$ cat config.mk
export PLATFORM = sky130hd
export DESIGN_NAME = key_debounce_array
export DESIGN_NICKNAME = d
export VERILOG_FILES = /design/src/rtl/key_debounce_array.sv
export SDC_FILE = /design/constraint.sdc
export NUM_CORES = 1
export LEC_CHECK = 0
export BUFFER_PORTS_ARGS = -buffer_cell sky130_fd_sc_hd__clkbuf_2
export CAP_MARGIN = 10
export CORE_UTILIZATION = 55
export DETAILED_ROUTE_END_ITERATION = 16
export PLACE_DENSITY = 0.83
export SLEW_MARGIN = 40
export SYNTH_ARGS = -nofsm -noshare
export SYNTH_HDL_FRONTEND = slang
export SYNTH_SLANG_ARGS = --single-unit
$ cat constraint.sdc
create_clock -name clk -period 2.4 [get_ports clk]
set_input_delay 0.12 -clock clk [delete_from_list [all_inputs] [get_ports clk]]
set_output_delay 0.12 -clock clk [all_outputs]
set_load 0.1 [all_outputs]
$ cat src/rtl/key_debounce_array.sv
// N-channel key front end: 2-flop synchroniser, sampled stability debounce, press/release pulses.
// Optional hold-to-repeat is compiled in when KEY_REPEAT_EN is defined.
module key_debounce_array #(
  parameter int unsigned N_KEYS         = 4,
  parameter int unsigned SAMPLE_DIV     = 50000,
  parameter int unsigned STABLE_SAMPLES = 4,
  parameter int unsigned REPEAT_DELAY   = 50,
  parameter int unsigned REPEAT_RATE    = 10,
  localparam int unsigned KCW = (N_KEYS > 1) ? $clog2(N_KEYS) : 1
) (
  input  logic              clk,
  input  logic              reset,
  input  logic [N_KEYS-1:0] keys_in,
  output logic [N_KEYS-1:0] key_level,
  output logic [N_KEYS-1:0] key_press,
  output logic [N_KEYS-1:0] key_release,
  output logic              key_repeat,
  output logic              key_valid,
  output logic [KCW-1:0]    key_code
);

  localparam int unsigned DW = (SAMPLE_DIV > 1) ? $clog2(SAMPLE_DIV) : 1;
  localparam int unsigned SW = $clog2(STABLE_SAMPLES + 1);
  localparam logic [DW-1:0] DIV_LAST    = DW'(SAMPLE_DIV - 1);
  localparam logic [SW-1:0] STABLE_LAST = SW'(STABLE_SAMPLES - 1);

  logic [N_KEYS-1:0]         sync1, sync2;
  logic [DW-1:0]             div_cnt;
  logic                      tick;
  logic [N_KEYS-1:0][SW-1:0] stable_cnt, stable_nxt;
  logic [N_KEYS-1:0]         accept, rise, fall, rep_hit;
  logic                      found;

  always_ff @(posedge clk) begin
    if (!reset) begin
      sync1 <= '0;
      sync2 <= '0;
    end else begin
      sync1 <= keys_in;
      sync2 <= sync1;
    end
  end

  assign tick = (div_cnt == DIV_LAST);

  always_ff @(posedge clk) begin
    if (!reset)    div_cnt <= '0;
    else if (tick) div_cnt <= '0;
    else           div_cnt <= div_cnt + 1'b1;
  end

  // Counter holds 0..STABLE_SAMPLES-1; the sample that would reach the limit accepts instead.
  always_comb begin
    accept     = '0;
    stable_nxt = stable_cnt;
    for (int unsigned i = 0; i < N_KEYS; i++) begin
      if (tick) begin
        if (sync2[i] != key_level[i]) begin
          if (stable_cnt[i] == STABLE_LAST) begin
            accept[i]     = 1'b1;
            stable_nxt[i] = '0;
          end else begin
            stable_nxt[i] = stable_cnt[i] + 1'b1;
          end
        end else begin
          stable_nxt[i] = '0;
        end
      end
    end
  end

  assign rise = accept & ~key_level;
  assign fall = accept & key_level;

  always_ff @(posedge clk) begin
    if (!reset) stable_cnt <= '0;
    else        stable_cnt <= stable_nxt;
  end

`ifdef KEY_REPEAT_EN
  localparam int unsigned RMAX = (REPEAT_DELAY > REPEAT_RATE) ? REPEAT_DELAY : REPEAT_RATE;
  localparam int unsigned RW   = (RMAX > 1) ? $clog2(RMAX) : 1;
  localparam logic [RW-1:0] DELAY_LAST = RW'(REPEAT_DELAY - 1);
  localparam logic [RW-1:0] RATE_LAST  = RW'(REPEAT_RATE - 1);

  logic [N_KEYS-1:0][RW-1:0] rpt_cnt;
  logic [N_KEYS-1:0]         rpt_phase;

  // Phase 0 waits REPEAT_DELAY ticks, phase 1 reloads every REPEAT_RATE ticks.
  always_comb begin
    rep_hit = '0;
    for (int unsigned i = 0; i < N_KEYS; i++) begin
      rep_hit[i] = tick && key_level[i] && !fall[i] &&
                   (rpt_cnt[i] == (rpt_phase[i] ? RATE_LAST : DELAY_LAST));
    end
  end

  always_ff @(posedge clk) begin
    if (!reset) begin
      rpt_cnt   <= '0;
      rpt_phase <= '0;
    end else begin
      for (int unsigned i = 0; i < N_KEYS; i++) begin
        if (!key_level[i] || fall[i]) begin
          rpt_cnt[i]   <= '0;
          rpt_phase[i] <= 1'b0;
        end else if (rep_hit[i]) begin
          rpt_cnt[i]   <= '0;
          rpt_phase[i] <= 1'b1;
        end else if (tick) begin
          rpt_cnt[i]   <= rpt_cnt[i] + 1'b1;
        end
      end
    end
  end
`else
  logic unused_repeat_cfg;
  assign unused_repeat_cfg = ^{REPEAT_DELAY, REPEAT_RATE};

  always_comb begin
    rep_hit = '0;
  end
`endif

  always_ff @(posedge clk) begin
    if (!reset) begin
      key_level   <= '0;
      key_press   <= '0;
      key_release <= '0;
      key_repeat  <= 1'b0;
    end else begin
      key_level   <= key_level ^ accept;
      key_press   <= rise | rep_hit;
      key_release <= fall;
      key_repeat  <= |rep_hit;
    end
  end

  assign key_valid = |key_press;

  always_comb begin
    key_code = '0;
    found    = 1'b0;
    for (int unsigned i = 0; i < N_KEYS; i++) begin
      if (key_press[i] && !found) begin
        key_code = KCW'(i);
        found    = 1'b1;
      end
    end
  end

endmodule

==> summary.txt <==
Yosys
  • FF+latch count, synth: 48
  • Syn Inst Count: 209
  • Mapped Nets: 228
  • Main flop type after synthesis: dfxtp_1
  • Mean Syn Cell Area: 9.692 sq um
  • Post-synth EDFFs: 0
  • Post-synth cell types: 32
  • Synth area leaders: dfxtp_1 47%, ha_1 8.0%, xnor2_1 6.9%
  • Area of the mapped netlist: 2026 sq um
  • Post-synth top area share: 0.4744
  • Register area share after synthesis: 0.4744
  • Area leader, netlist: dfxtp_1
  • Fraction of registers with async set or reset after synthesis: 0
  • Synth warn: 0

Power
  • Power Dens Cells: 624.8 nW/um^2
  • Sequential power share: 0.575
  • Clk pwr share: 0.398
  • P_sw: 0.2832 mW
  • Logic pwr share: 0.027
  • Maximum vdd ir drop: 691.6 uV
  • Total power: 1.412 mW
  • Int Pwr: 1.129 mW
  • Sw frac: 0.2006
  • Static Leak: 0.9121 nW

Clock tree
  • Reg clk slew, reported paths: 0.09 ns
  • Setup bufs post-CTS: 0
  • Hold_buf cts: 0
  • H-tree depth: 2
  • Inserted Clock Buffers: 5
  • Clock root buffer: clkbuf_8
  • Total of cells resized after clock tree synthesis: 0
  • Clock sink count: 48
  • Clock buffer depth: 2
  • Clock latency on the worst-skew pair: 0.29 ns
  • CTS tree: done

Worst setup path
  • CP max stage cell: nor4b_1
  • Setup slack, reg-to-reg: 0.37 ns
  • CP Max Fanout: 16
  • Largest stage delay on the critical path: 0.45 ns
  • Worst path required time: approximately 2.6 ns
  • WS Path Type: reg -> reg
  • Crit end category: flip-flop
  • Cell mode on critical path: ha_1
  • Critical Path Start Type: flip-flop
  • Worst-path cell chain: ha_1 > and4_4 > nand4_4 > nor4b_1 > ha_1 > nor2b_1
  • Crit path DAT: 2.26 ns

Routing
  • First-iteration detailed-routing DRC count: 71
  • DRT Wirelength: 3262 microns
  • Via density: 5.247
  • Antenna viol nets, final: 0
  • Vias: 1443
  • Remaining DRCs: 0
  • Wire per inst: 11.86 microns
  • DRT Pass-1 Iters: 4

Floorplanning
  • Number of cell rows: 21
  • Starting Density: 0.5885
  • Total Die Area: 3930 sq um
  • Die Span Y: 62.69 microns
  • Top Ports: 22
  • Die X: 62.69 microns
  • Core Area: ~3400 sq um

GRT
  • Remaining global-route overflow: 0
  • Vias in the first global route: 1403
  • Total track usage: 0.1887
  • First-pass GRT wire length: 5878 microns
  • Initial antenna violation count: 0
  • Largest net degree at the start of global routing: 35

STA
  • Final setup margin: 0.3687 ns
  • Final setup viols: 0
  • Setup TNS: 0 ns
  • Setup Skew: 0.007949 ns
  • Final Hold Viols: 0
  • Worst Tran Pin Value: 0.5453 ns
  • Fmax: 0.4923 GHz
  • Minimum clock period: 2.031 ns
  • Worst slew margin: 0.6380
  • RSZ-0062 raised after global routing: false
  • Final Slew Violations: 0
  • Final worst-path cycle share: 0.8464

Flow run
  • Max-Cap Viols: 0

Min path
  • Worst Hold Class: in -> reg

Placed design
  • HPWL after DPL: approximately 2200 microns
  • Dpl cell area: 2148 sq um
  • Place WS: 0.3674 ns
  • IO buf count: 20
  • Final GP Congestion: 0.7453

Layout
  • Fill cells: 283
  • FF+latch area: between 900 and 1000 sq um
  • Layout cell share with drive strength beyond 1: 0.1441
  • Synth-to-Final Area Change: 11.55%
  • Final instance area: ~2300 sq um
  • Fin nets: 247
  • Area of the multi-input gates: 996.0 sq um
  • Inserted Diodes: 0
  • Final Util: 0.6565

Outcome
  • Status: complete, no violations
through the flow:
| stage | hold WS [ns] | cells |
|---|---|---|
| detailed placement | 0.3298 | 267 |
| global route | 0.009795 | 275 |
| global placement | 0.3253 | 267 |
| finish | 0.02759 | 275 |
| floorplan | 0.2473 | 209 |
| CTS | 0.02107 | 275 |
cell type report:
cell class	instances	share of cell area
clock buffers	5	0.03045
flip-flops and latches	48	0.4252
clock inverters	3	0.01883
well taps	46	0.02547
multi-input cells	144	0.4408
inverters	9	0.01495
repair buffers	20	0.04430
routing by layer:
layer	track usage	up-vias	routed length (microns)
met1	0.2226	684	1528
li1	-	737	-
met3	0.05474	2	99
met2	0.3302	20	1609
met5	0	-	0
met4	0.05233	0	23
logic make-up (layout without fill, tap and decap cells):
kind of cell               after synthesis  after routing  share of synthesized area
xor gates and xnor gates                18             18                    0.07783
DFF                                     48             48                     0.4744
buffers and inverters                   17             37                    0.03768
other                                    1              1                   0.001851
AOI/OAI and AO/OA                       15             15                    0.04694
adders and majority gates               13             13                    0.08030
and+or+nand+nor                         97             97                     0.2810
state kept, by name (all words and copies together) (netlist names):
| name | flops |
|---|---|
| stable_cnt | 12 |
| key_press | 4 |
| sync1 | 4 |
| sync2 | 4 |
| key_level | 4 |
| div_cnt | 16 |
| key_release | 4 |
cell usage in the layout (no fill, tap or decap), types with 3 or more instances in the layout:
cell      count
o21ai_0       4
nand2_1      13
and3_1        5
nand3_1       7
nand3b_1      4
nand4_1       5
and2_1       16
clkbuf_2     20
nor2_1       20
nor2b_1       6
inv_1         9
clkbuf_8      5
a21oi_1       3
dfxtp_1      48
xnor2_1      16
nor4_1        5
a21boi_0      6
ha_1         13
worst max-delay path, delay by kind of cell, from the launching register on:
| family | cells | cell delay, ns |
|---|---|---|
| adder cells (fa/ha/maj) | 2 | 0.54 |
| AND/OR/NAND/NOR | 4 | 1.04 |
| flip-flops | 1 | 0.38 |
synth_stat cells, types with 2 or more instances:
| library cell | count |
|---|---|
| a21boi_0 | 6 |
| a21boi_1 | 2 |
| a21oi_1 | 3 |
| and2_1 | 16 |
| and3_1 | 5 |
| and4bb_1 | 2 |
| clkbuf_1 | 5 |
| dfxtp_1 | 48 |
| ha_1 | 13 |
| inv_1 | 9 |
| nand2_1 | 13 |
| nand3_1 | 7 |
| nand3b_1 | 4 |
| nand4_1 | 5 |
| nor2_1 | 21 |
| nor2b_1 | 6 |
| nor3_1 | 3 |
| nor3b_1 | 2 |
| nor4_1 | 5 |
| nor4b_1 | 2 |
| o21ai_0 | 4 |
| or4_1 | 2 |
| xnor2_1 | 16 |
| xor2_1 | 2 |
path summary, 6_finish.rpt:
kind / from / endpoint / cells after the start
setup / recovery: div_cnt[0] / key_level[2] / 6
hold / removal: keys_in[1] / sync1[1] / 2
setup reg to reg: div_cnt[0] / key_level[2] / 6
hold reg to reg: sync1[2] / sync2[2] / 1
power groups by stage:
stage / clock network [mW] / registers (mW) / logic [mW]
2_1_floorplan: 0 / 0.830 / 0.0314
3_3_place_gp: 0 / 0.830 / 0.0383
3_5_place_dp: 0 / 0.831 / 0.0390
4_1_cts: 0.578 / 0.812 / 0.0393
5_1_grt: 0.619 / 0.814 / 0.0425
6_report: 0.561 / 0.812 / 0.0386
No activity file was read; power rests on OpenSTA's default activity.
